--- src/rtl/fixed_point_alu_iter_if.sv ---
// fixed_point_alu_iter_if: start/done handshake bundle for the ALU.
// master drives start/operation/operands; slave returns result+flags.
interface fixed_point_alu_iter_if #(
  parameter int WIDTH = 32
);
  logic             start;
  logic [2:0]       operation;
  logic [WIDTH-1:0] operand_1;
  logic [WIDTH-1:0] operand_2;
  logic [WIDTH-1:0] result;
  logic             ready;
  logic             done;
  logic             overflow;
  logic             error;

  modport master (
    output start, operation, operand_1, operand_2,
    input  result, ready, done, overflow, error
  );

  modport slave (
    input  start, operation, operand_1, operand_2,
    output result, ready, done, overflow, error
  );
endinterface

--- src/rtl/fixed_point_alu_iter.sv ---
// fixed_point_alu_iter: iterative signed Qm.FBITS add/sub/mul/div/sqrt.
// Ports: clk, reset (async, active-low), bus (slave handshake/result).
module fixed_point_alu_iter #(
  parameter int WIDTH = 32,
  parameter int FBITS = 10,
  parameter bit SAT   = 1'b1
) (
  input  logic                 clk,
  input  logic                 reset,
  fixed_point_alu_iter_if.slave bus
);
  localparam int DW = WIDTH + FBITS;
  localparam int SN = (DW + 1) / 2;
  localparam int SW = 2 * SN;
  localparam int MW = 2 * WIDTH;
  localparam int CW = $clog2(DW + 1);

  localparam logic [2:0] OP_ADD  = 3'd0;
  localparam logic [2:0] OP_SUB  = 3'd1;
  localparam logic [2:0] OP_MUL  = 3'd2;
  localparam logic [2:0] OP_DIV  = 3'd3;
  localparam logic [2:0] OP_SQRT = 3'd4;

  localparam logic [WIDTH-1:0] MAXV = {1'b0, {(WIDTH-1){1'b1}}};
  localparam logic [WIDTH-1:0] MINV = {1'b1, {(WIDTH-1){1'b0}}};
  localparam logic [MW-1:0] MAX_MAG = {{(MW-WIDTH){1'b0}}, MAXV};
  localparam logic [MW-1:0] MIN_MAG = {{(MW-WIDTH){1'b0}}, MINV};

  localparam logic [CW-1:0] MUL_L = CW'(WIDTH - 1);
  localparam logic [CW-1:0] DIV_L = CW'(DW - 1);
  localparam logic [CW-1:0] SQ_L  = CW'(SN - 1);

  typedef enum logic [1:0] {IDLE, CALC, DONE} state_t;

  state_t           state_q, state_d;
  logic [2:0]       op_q, op_d;
  logic             neg_q, neg_d;
  logic [CW-1:0]    cnt_q, cnt_d;
  logic [WIDTH-1:0] res_q, res_d;
  logic             ov_q, ov_d;
  logic             err_q, err_d;
  logic [MW-1:0]    mcand_q, mcand_d;
  logic [WIDTH-1:0] b_q, b_d;
  logic [MW-1:0]    prod_q, prod_d;
  logic [DW-1:0]    dq_q, dq_d;
  logic [WIDTH-1:0] rem_q, rem_d;
  logic [SW-1:0]    rad_q, rad_d;
  logic [SN-1:0]    root_q, root_d;
  logic [SN+1:0]    srem_q, srem_d;

  logic [2:0]       op;
  logic             a_neg, b_neg, b_zero;
  logic             is_as, is_mul, is_div;
  logic             is_sqrt, is_bad, accept;
  logic [WIDTH-1:0] a_mag, b_mag;
  logic [WIDTH:0]   a_ext, b_ext, sum;
  logic             add_ov;
  logic [WIDTH-1:0] add_res;

  assign op      = bus.operation;
  assign a_neg   = bus.operand_1[WIDTH-1];
  assign b_neg   = bus.operand_2[WIDTH-1];
  assign b_zero  = (bus.operand_2 == '0);
  assign is_as   = (op == OP_ADD) || (op == OP_SUB);
  assign is_mul  = (op == OP_MUL);
  assign is_div  = (op == OP_DIV);
  assign is_sqrt = (op == OP_SQRT);
  assign is_bad  = (op > OP_SQRT);
  assign accept  = bus.start && (state_q != CALC);

  // |MIN| = 2^(WIDTH-1) still fits as an unsigned WIDTH-bit magnitude.
  assign a_mag = a_neg ? -bus.operand_1 : bus.operand_1;
  assign b_mag = b_neg ? -bus.operand_2 : bus.operand_2;

  assign a_ext  = {a_neg, bus.operand_1};
  assign b_ext  = {b_neg, bus.operand_2};
  assign sum    = (op == OP_SUB) ? a_ext - b_ext
                                 : a_ext + b_ext;
  assign add_ov = sum[WIDTH] ^ sum[WIDTH-1];
  assign add_res = (add_ov && SAT)
                 ? (sum[WIDTH] ? MINV : MAXV)
                 : sum[WIDTH-1:0];

  logic [MW-1:0]    prod_n;
  logic [WIDTH:0]   rem_sh;
  logic             div_ge;
  logic [WIDTH-1:0] rem_n;
  logic [DW-1:0]    dq_n;
  logic [SN+3:0]    sq_sh, sq_trial;
  logic             sq_ge;
  logic [SN+1:0]    srem_n;
  logic [SN-1:0]    root_n;

  assign prod_n = b_q[0] ? prod_q + mcand_q : prod_q;

  // dq_q shifts dividend bits out the top and quotient bits in below.
  assign rem_sh = {rem_q, dq_q[DW-1]};
  assign div_ge = rem_sh >= {1'b0, b_q};
  assign rem_n  = div_ge ? WIDTH'(rem_sh - {1'b0, b_q})
                         : rem_sh[WIDTH-1:0];
  assign dq_n   = {dq_q[DW-2:0], div_ge};

  assign sq_sh    = {srem_q, rad_q[SW-1 -: 2]};
  assign sq_trial = {2'b00, root_q, 2'b01};
  assign sq_ge    = sq_sh >= sq_trial;
  assign srem_n   = sq_ge ? (SN+2)'(sq_sh - sq_trial)
                          : sq_sh[SN+1:0];
  assign root_n   = {root_q[SN-2:0], sq_ge};

  logic [CW-1:0]    n_last;
  logic [MW-1:0]    fin_mag;
  logic             fin_neg, fin_ov;
  logic [WIDTH-1:0] fin_low, fin_res;

  assign n_last = (op_q == OP_MUL) ? MUL_L
                : (op_q == OP_DIV) ? DIV_L : SQ_L;

  // Finalise from the last iteration's next values so the
  // closing iteration and the DONE entry share one edge.
  always_comb begin
    fin_mag = '0;
    fin_neg = 1'b0;
    unique case (1'b1)
      op_q == OP_MUL: begin
        fin_mag = prod_n >> FBITS;
        fin_neg = neg_q;
      end
      op_q == OP_DIV: begin
        fin_mag = MW'(dq_n);
        fin_neg = neg_q;
      end
      default: fin_mag = MW'(root_n);
    endcase
  end

  assign fin_low = fin_mag[WIDTH-1:0];
  assign fin_ov  = fin_neg ? (fin_mag > MIN_MAG)
                           : (fin_mag > MAX_MAG);
  assign fin_res = (fin_ov && SAT)
                 ? (fin_neg ? MINV : MAXV)
                 : (fin_neg ? -fin_low : fin_low);

  always_comb begin
    state_d = state_q;
    op_d    = op_q;
    neg_d   = neg_q;
    cnt_d   = cnt_q;
    res_d   = res_q;
    ov_d    = ov_q;
    err_d   = err_q;
    mcand_d = mcand_q;
    b_d     = b_q;
    prod_d  = prod_q;
    dq_d    = dq_q;
    rem_d   = rem_q;
    rad_d   = rad_q;
    root_d  = root_q;
    srem_d  = srem_q;

    if (state_q == DONE) state_d = IDLE;

    if (state_q == CALC) begin
      cnt_d  = cnt_q + 1'b1;
      dq_d   = dq_n;
      rem_d  = rem_n;
      rad_d  = rad_q << 2;
      root_d = root_n;
      srem_d = srem_n;
      if (op_q == OP_MUL) begin
        prod_d  = prod_n;
        mcand_d = mcand_q << 1;
        b_d     = b_q >> 1;
      end
      if (cnt_q == n_last) begin
        state_d = DONE;
        cnt_d   = '0;
        res_d   = fin_res;
        ov_d    = fin_ov;
        err_d   = 1'b0;
      end
    end else if (accept) begin
      state_d = CALC;
      op_d    = op;
      neg_d   = a_neg ^ b_neg;
      cnt_d   = '0;
      mcand_d = MW'(a_mag);
      b_d     = b_mag;
      prod_d  = '0;
      dq_d    = {a_mag, {FBITS{1'b0}}};
      rem_d   = '0;
      rad_d   = SW'({bus.operand_1, {FBITS{1'b0}}});
      root_d  = '0;
      srem_d  = '0;
      unique case (1'b1)
        is_as: begin
          state_d = DONE;
          res_d   = add_res;
          ov_d    = add_ov;
          err_d   = 1'b0;
        end
        is_div && b_zero: begin
          state_d = DONE;
          res_d   = a_neg ? MINV : MAXV;
          ov_d    = 1'b0;
          err_d   = 1'b1;
        end
        (is_sqrt && a_neg) || is_bad: begin
          state_d = DONE;
          res_d   = '0;
          ov_d    = 1'b0;
          err_d   = 1'b1;
        end
        default: ;
      endcase
    end
  end

  always_ff @(posedge clk or negedge reset) begin
    if (!reset) begin
      state_q <= IDLE;
      op_q    <= OP_ADD;
      neg_q   <= 1'b0;
      cnt_q   <= '0;
      res_q   <= '0;
      ov_q    <= 1'b0;
      err_q   <= 1'b0;
      mcand_q <= '0;
      b_q     <= '0;
      prod_q  <= '0;
      dq_q    <= '0;
      rem_q   <= '0;
      rad_q   <= '0;
      root_q  <= '0;
      srem_q  <= '0;
    end else begin
      state_q <= state_d;
      op_q    <= op_d;
      neg_q   <= neg_d;
      cnt_q   <= cnt_d;
      res_q   <= res_d;
      ov_q    <= ov_d;
      err_q   <= err_d;
      mcand_q <= mcand_d;
      b_q     <= b_d;
      prod_q  <= prod_d;
      dq_q    <= dq_d;
      rem_q   <= rem_d;
      rad_q   <= rad_d;
      root_q  <= root_d;
      srem_q  <= srem_d;
    end
  end

  assign bus.result   = res_q;
  assign bus.ready    = (state_q != CALC);
  assign bus.done     = (state_q == DONE);
  assign bus.overflow = ov_q;
  assign bus.error    = err_q;
endmodule

--- src/flat_wrapper.sv ---
// flat-port wrapper written by rule: the top's interface ports become plain ports
module fixed_point_alu_iter_flat 
#(
  parameter int WIDTH = 32,
  parameter int FBITS = 10,
  parameter bit SAT   = 1'b1
)
  (clk, reset, bus_start, bus_operation, bus_operand_1, bus_operand_2, bus_result, bus_ready, bus_done, bus_overflow, bus_error);
  fixed_point_alu_iter_if #(.WIDTH(WIDTH)) bus_i ();
  input  logic clk;
  input  logic reset;
  input wire logic [$bits(bus_i.start)-1:0] bus_start;
  input wire logic [$bits(bus_i.operation)-1:0] bus_operation;
  input wire logic [$bits(bus_i.operand_1)-1:0] bus_operand_1;
  input wire logic [$bits(bus_i.operand_2)-1:0] bus_operand_2;
  output wire logic [$bits(bus_i.result)-1:0] bus_result;
  output wire logic [$bits(bus_i.ready)-1:0] bus_ready;
  output wire logic [$bits(bus_i.done)-1:0] bus_done;
  output wire logic [$bits(bus_i.overflow)-1:0] bus_overflow;
  output wire logic [$bits(bus_i.error)-1:0] bus_error;
  assign bus_i.start = bus_start;
  assign bus_i.operation = bus_operation;
  assign bus_i.operand_1 = bus_operand_1;
  assign bus_i.operand_2 = bus_operand_2;
  assign bus_result = bus_i.result;
  assign bus_ready = bus_i.ready;
  assign bus_done = bus_i.done;
  assign bus_overflow = bus_i.overflow;
  assign bus_error = bus_i.error;
  fixed_point_alu_iter #(.WIDTH(WIDTH), .FBITS(FBITS), .SAT(SAT)) u_core (.clk(clk), .reset(reset), .bus(bus_i));
endmodule
--- config.mk ---
export PLATFORM = sky130hd
export DESIGN_NAME = fixed_point_alu_iter_flat
export DESIGN_NICKNAME = d
export VERILOG_FILES = /design/src/rtl/fixed_point_alu_iter_if.sv /design/src/rtl/fixed_point_alu_iter.sv /design/src/flat_wrapper.sv
export SDC_FILE = /design/constraint.sdc
export NUM_CORES = 1
export LEC_CHECK = 0
export ABC_AREA = 0
export CORE_ASPECT_RATIO = 0.7
export CORE_MARGIN = 3
export CORE_UTILIZATION = 43
export DETAILED_ROUTE_END_ITERATION = 12
export PLACE_DENSITY = 0.58
export SYNTH_ARGS = -nofsm -noshare
export SYNTH_HDL_FRONTEND = slang
export SYNTH_SLANG_ARGS = --single-unit
--- constraint.sdc ---
create_clock -name clk -period 11.28 [get_ports clk]
set_input_delay 2.256 -clock clk [delete_from_list [all_inputs] [get_ports clk]]
set_output_delay 2.256 -clock clk [all_outputs]
set_load 0.05 [all_outputs]
==> results of run 1 <==
## worst max-delay path by stage
| stage | to | slack (ns) | depth (start not counted) |
|---|---|---|---|
| 6_report | u_core.bus.result[21]$_DFFE_PN0P_ | 2.42 | 23 |
| 2_1_floorplan | u_core.bus.result[14]$_DFFE_PN0P_ | 3.57 | 21 |
| 3_3_place_gp | u_core.bus.result[4]$_DFFE_PN0P_ | 2.02 | 23 |
| 5_1_grt | u_core.bus.result[4]$_DFFE_PN0P_ | 1.90 | 23 |
| 4_1_cts | u_core.bus.result[4]$_DFFE_PN0P_ | 2.47 | 23 |
| 3_5_place_dp | u_core.bus.result[4]$_DFFE_PN0P_ | 1.89 | 23 |
## critical path: stages
cell             delay, ns
clkdlybuf4s50_1       0.49
inv_1                 0.09
ha_1                  0.18
or3b_1                0.44
or4b_1                0.59
or4b_1                0.65
or3b_1                0.48
or3_1                 0.41
nand2_1               0.11
xor2_1                0.17
ha_1                  0.31
a21o_1                0.22
a21oi_1               0.14
nor2b_1               0.06
a311oi_1              0.26
o21ai_0               0.26
a311oi_1              0.41
xor2_1                0.41
nor3_1                0.14
nor2_1                0.13
buf_4                 0.20
o21a_1                0.62
a31oi_1               0.22
## cell usage after synthesis (27+ instances only)
master	number
xnor2_1	74
o21ai_0	291
a221o_1	28
o31ai_1	75
ha_1	156
xor2_1	131
inv_1	107
o22ai_1	47
nor3_1	69
a21o_1	75
nand3b_1	33
dfrtp_1	356
nand4_1	40
nand2_1	502
mux2i_1	73
nand2b_1	28
nand3_1	139
clkbuf_1	164
a21oi_1	273
and3_1	34
a31oi_1	45
a211oi_1	27
a22o_1	27
o21a_1	36
nor2_1	278
o211ai_1	38
or3_1	43
## cell type report
cell class                 count  area [sq um]  share of cell area [%]
clock buffer                  54          1220                   3.856
clock inverter                20         341.6                   1.080
multi-input combinational   2892         18250                   57.69
tap                          880          1101                   3.480
sequential                   356          8911                   28.17
timing repair buffer         152          1404                   4.437
antenna                        2         5.005                 0.01582
inverter                     107         402.9                   1.273
## flip-flops by register name (all words and copies together), names as in the netlist, 2 cells and up
signal and count:
u_core.prod_q 64, u_core.mcand_q 64, u_core.cnt_q 6, u_core.rad_q 32, u_core.rem_q 32, u_core.dq_q 42
u_core.root_q 21, u_core.state_q 2, u_core.bus.result 32, u_core.b_q 32, u_core.op_q 3, u_core.srem_q 23
## per-layer routing
| metal | wire (um) | part of all wire (%) |
|---|---|---|
| met5 | 24 | 0.020 |
| met1 | 57820 | 49 |
| met3 | 15410 | 13 |
| met2 | 43180 | 36 |
| met4 | 2566 | 2.2 |
## kinds of logic after synthesis
family / Yosys count
and+or+nand+nor: 1297
muxes: 77
adders and majority gates: 160
DFF: 356
xor gates and xnor gates: 206
AOI/OAI and AO/OA: 1152
buffers and inverters: 320
## metrics by stage
stage	util, %	hold WS, ns	cells	total power, mW	setup WS (ns)
after floorplan	-	0.4485	3568	4.996	3.574
after global placement	46.26	0.4591	4386	6.423	2.023
after detailed placement	46.26	0.4646	4386	6.468	1.894
after CTS	48.66	0.4823	4460	8.094	2.467
after global routing	48.67	0.5139	4461	8.669	1.898
final	48.67	0.4738	4463	8.187	2.416
## report_power, final
group          switching, mW  internal [mW]
clock network          0.623          0.968
registers              0.444           1.68
logic                   2.98           1.49
total                   4.05           4.14
==> key figures, run 1 <==
Logic synthesis
  • Largest cells by area after synthesis: dfrtp_1 31%, ha_1 6.9%, nand2_1 6.7%
  • Post-Synthesis Cells: between 3000 and 4000
  • Synth Area in XOR/XNOR: under 10%
  • Syn Area/Cell: 7.941 sq um
  • Largest family of logic cells by synthesized area: compound AO/OA/AOI/OAI gates
  • Adder-cell area share of the yosys netlist: 7.136%
  • Post-synth top area cell: dfrtp_1
  • Post-synth EDFFs: 0
  • Synth Area in Simple Gates: 21.48%
  • Synth async-reset ratio: 100.0%
  • Mapped Nets: roughly 3800
  • Number of synthesized register bits: between 300 and 400
  • Warnings from Yosys: 0
  • Count of cell types in the netlist: 102
  • Synth Flop Type: dfrtp_1
  • Post-synthesis mux area share: under 10%
  • Compound-cell area share of the yosys netlist: a little over a quarter
  • Sequential share of the synthesized area: between 30% and 40%
  • Synth top area share: a little under a third
  • Cell Area, Synth: approximately 28000 sq um

Routing
  • DRT iter0 DRCs: between 3000 and 4000
  • DR pass1 iterations: 6
  • Via density: roughly 6.4
  • Antenna-violating nets left: 0
  • Total Wirelength: 119000 um
  • Avg WL per Cell: about 27 um
  • Via count: between 20000 and 30000
  • # DRC: 0

Clocking
  • Cts bufs inserted: 42
  • CTS max path bufs: 3
  • Hold buffers post-CTS: 0
  • Clock transition at path regs: 0.06 ns
  • Clk sink count: ~360
  • CTS root buffer: clkbuf_16
  • CTS tree: built
  • Setup Buffers After CTS: 0
  • Post-CTS Resized: 0
  • Insertion delay to the later sink of the worst-skew pair: slightly above 0.6 ns
  • H-tree depth: 2

Worst hold path
  • Worst hold stages: 2
  • Hold Path End: u_core.rad_q[31]$_DFFE_PN0P_
  • Tightest Hold Check Type: reg2reg
  • HP Start: u_core.rad_q[29]$_DFFE_PN0P_

Global route
  • First-pass GRT wire length: around 170000 um
  • Largest net degree at the start of global routing: 100
  • Most Crowded Layer GR: met1
  • Met1 Track Usage GR: a little over half
  • GR Util met3: around an eighth
  • Vias in the first global route: ~26000
  • Global route total overflow: 0
  • GR Layer Usage met2: a little over two fifths
  • Initial antenna violation count: 2
  • Gr usage total: between 30% and 40%

Timing
  • Final setup vio count: 0
  • Slew @ Worst Pin: 1.177 ns
  • Slew headroom: between 20% and 30%
  • Fmax: between 100 and 150 MHz
  • Fin crit share: between 70% and 80%
  • Fin crit period: slightly below 9 ns
  • Clock Skews: 0.03108 ns
  • Setup tns final: 0 ns
  • Final hold vios: 0
  • RSZ-0062 raised after global routing: no
  • Final Max Slew Viols: 0

Cells and area
  • Synth-to-Final Area Change: 11.65%
  • Share of cells above drive strength 1: around 5.1%
  • Fillers: 6432
  • Most frequent cells in the layout: 499 x nand2_1, 354 x dfrtp_1, 291 x o21ai_0, 275 x nor2_1, 273 x a21oi_1
  • Most common cell after layout, fill and taps aside: nand2_1
  • Finished Cell Area: roughly 32000 sq um
  • # nets final: 3780

Worst setup path
  • R2R setup slack: 4.68 ns
  • Critical path startpoint: bus_operand_2[0]
  • CP Max Fanout: 19
  • Depth of the most critical reg-to-reg path: 20
  • RR Startpoint: u_core.mcand_q[0]$_DFFE_PN0P_
  • Critical path required time: approximately 12 ns
  • Type of origin of the critical path: primary input
  • Critical path class: in2reg
  • Critical Path End Type: register
  • R2r endpoint: u_core.bus.result[20]$_DFFE_PN0P_
  • CP Data Arrival Time: around 9.3 ns

Placement
  • Final Wtd Congestion: between 0.9 and 1
  • DP Area: ~30000 sq um
  • HPWL after DPL: around 90000 um
  • Buffers on Ports: between 100 and 150

Floorplanning
  • IO Pins: roughly 110
  • Starting Density: between 40% and 50%
  • Die X: between 300 and 400 um
  • FP Rows: 78
  • Die area: between 60000 and 70000 sq um
  • Total core area: 65000 sq um
  • Die Ht: approximately 220 um

Pwr
  • PwrDens: between 200 and 300 nW/um^2
  • Leak Pwr: 13.96 nW
  • VDD IR max: around 0.00023 V

Flow run
  • Max cap viols: 0

Run status
  • Outcome: finished, final reports clean
Power figures use the tool's default switching activity.
==> run 2, diff against run 1 <==
clock period = 8.2 ns   (was 11.28 ns; I/O delays follow)
==> run 2 against run 1 <==
Compared with the run above:
- sequential share of layout area is 0.068 points higher
- clock-buffer cell count fell by 1
- final area shrank 0.24%
- power increased by 36%
- sequential power grew 38%
- utilization decreased by 0.12 points
- die area is the same
- wire length grew 3.6%
- combinational power up 39%
- clock power rose by 28%
- register-to-register slack worse by 3.2 ns
- critical path depth grew 1
- critical path type unchanged
- critical endpoint is now u_core.bus.result[23]$_DFFE_PN0P_
- largest cell class unchanged
==> key figures, run 2 (same netlist as run 1, synthesis figures left out) <==
Run status
  • Outcome: finished, final reports clean

Placement
  • Final Wtd Congestion: ~1.0
  • Buffers on Ports: 105
  • HPWL after DPL: approximately 94000 um
  • Placed insts: roughly 4400

Clocking
  • CTS root buffer: clkbuf_16
  • H-tree depth: 2
  • CTS tree: built
  • Setup Buffers After CTS: 0
  • Insertion delay to the later sink of the worst-skew pair: approximately 0.62 ns
  • Clock transition at path regs: approximately 0.07 ns
  • Post-CTS Resized: 0
  • CTS max path bufs: 3
  • Clk sink count: between 300 and 400
  • Cts bufs inserted: 42
  • Hold buffers post-CTS: 0

Global route
  • Global route total overflow: 0
  • First-pass GRT wire length: about 180000 um
  • Largest net degree at the start of global routing: between 150 and 200
  • Initial antenna violation count: 3
  • Vias in the first global route: about 26000
  • Gr usage total: around a third

Worst setup path
  • CP Data Arrival Time: 8.14 ns
  • CP cell instances: clkdlybuf4s50_1 -> inv_1 -> ha_1 -> or3b_1 -> or4b_1 -> or4b_1 -> or3b_1 -> or3_1 -> nand2_1 -> xor2_1 -> ha_1 -> a21o_1 -> a21oi_1 -> nor2b_1 -> a311oi_1 -> o21ai_0 -> a311oi_1 -> xor2_1 -> nor3_1 -> nor2_1 -> buf_4 -> o21a_1 -> buf_4 -> a31oi_1
  • Largest stage delay on the critical path: ~0.64 ns
  • Critical path required time: between 8 and 9 ns
  • CP Max Fanout: 15
  • Type of origin of the critical path: primary input
  • Critical path class: in2reg
  • CP max stage cell: or4b_1
  • Critical Path End Type: register

Floorplanning
  • FP Rows: 78
  • Die X: 312.8 um
  • Starting Density: 43.59%
  • Die area: 69060 sq um
  • IO Pins: 106
  • Die Ht: between 200 and 250 um
  • Total core area: 65000 sq um

Cells and area
  • Non-Filler Instances: approximately 4500
  • Most frequent cells in the layout: 499 x nand2_1, 354 x dfrtp_1, 291 x o21ai_0, 275 x nor2_1, 273 x a21oi_1
  • Synth-to-Final Area Change: 11.38%
  • Ant. Diodes: 0
  • Largest regs: u_core.mcand_q x64, u_core.prod_q x64, u_core.dq_q x42
  • # nets final: between 3000 and 4000
  • Most common cell after layout, fill and taps aside: nand2_1
  • Share of cells above drive strength 1: around 5.1%

Routing
  • Via count: 28980
  • Avg WL per Cell: ~28 um
  • DR pass1 iterations: 6
  • Via density: roughly 6.5
  • DRT iter0 DRCs: 3763
  • Antenna-violating nets left: 0
  • Total Wirelength: around 120000 um
  • # DRC: 0

Timing
  • Final hold vios: 0
  • Clock Skews: ~0.048 ns
  • Final setup vio count: 0
  • RSZ-0062 raised after global routing: no
  • Fin crit share: around 94%
  • Slew headroom: 15.14%
  • Fin crit period: about 7.7 ns
  • Setup tns final: 0 ns
  • Final Max Slew Viols: 0
  • Slew @ Worst Pin: 1.253 ns
  • Fmax: between 100 and 150 MHz

Flow run
  • Max cap viols: 0

Worst hold path
  • Tightest Hold Check Type: reg2reg

Pwr
  • PwrDens: ~350 nW/um^2
  • Leak Pwr: between 10 and 15 nW
  • VDD IR max: roughly 0.00032 V
  • Pwr Total: 11.17 mW
[run 2: per-stage QoR]
stage                     hold slack [ns]  setup WS [ns]  instance area [sq um]  utilization, %
after global placement             0.4561         0.1865                  30130           46.35
after global routing               0.5103         0.1223                  31560           48.56
after floorplan                    0.4485          1.110                  28330               -
after CTS                          0.4773         0.6043                  31560           48.56
final                              0.4715         0.5191                  31560           48.56
after detailed placement           0.4635        0.02726                  30130           46.35
[run 2: cell type report]
type	count	area (sq um)
Tap cell	880	1101
Sequential cell	356	8911
Clock buffer	53	1174
Fill cell	6420	33440
Timing Repair Buffer	154	1459
Clock inverter	21	261.5
Multi-Input combinational cell	2892	18250
Inverter	107	402.9
[run 2: where the power goes]
part           switching (mW)  internal [mW]  total, mW  leakage [nW]
clock                   0.863           1.18       2.04         0.694
sequential              0.625           2.31       2.94          4.61
combinational            4.14           2.06       6.20          8.61
[run 2: final timing paths]
path | cells after the start | endpoint | from | slack [ns]
min | 2 | u_core.rad_q[34]$_DFFE_PN0P_ | u_core.rad_q[32]$_DFFE_PN0P_ | 0.47
max reg2reg | 20 | u_core.bus.result[3]$_DFFE_PN0P_ | u_core.mcand_q[0]$_DFFE_PN0P_ | 1.45
max | 24 | u_core.bus.result[23]$_DFFE_PN0P_ | bus_operand_2[0] | 0.52
max in group asynchronous | 2 | u_core.rad_q[31]$_DFFE_PN0P_ | reset | 5.81
min reg2reg | 2 | u_core.rad_q[34]$_DFFE_PN0P_ | u_core.rad_q[32]$_DFFE_PN0P_ | 0.47
min in group asynchronous | 1 | u_core.rem_q[17]$_DFFE_PN0P_ | reset | 1.04
[run 2: per-layer routing]
layer | GRT usage [%] | up-vias | part of all wire, %
met4 | 7.163 | 4 | 2.1
met2 | 43.16 | 1628 | 36
met5 | 2.479 | - | 0.18
li1 | - | 13000 | -
met1 | 55.04 | 14210 | 48
met3 | 12.52 | 140 | 14
[run 2: critical path: cells and delay by family]
kind / cells / cell delay (ns)
fa+ha+maj: 2 / 0.45
buf+inv: 4 / 1.06
xor+xnor: 2 / 0.43
simple gates: 9 / 2.92
compound gates: 7 / 1.60
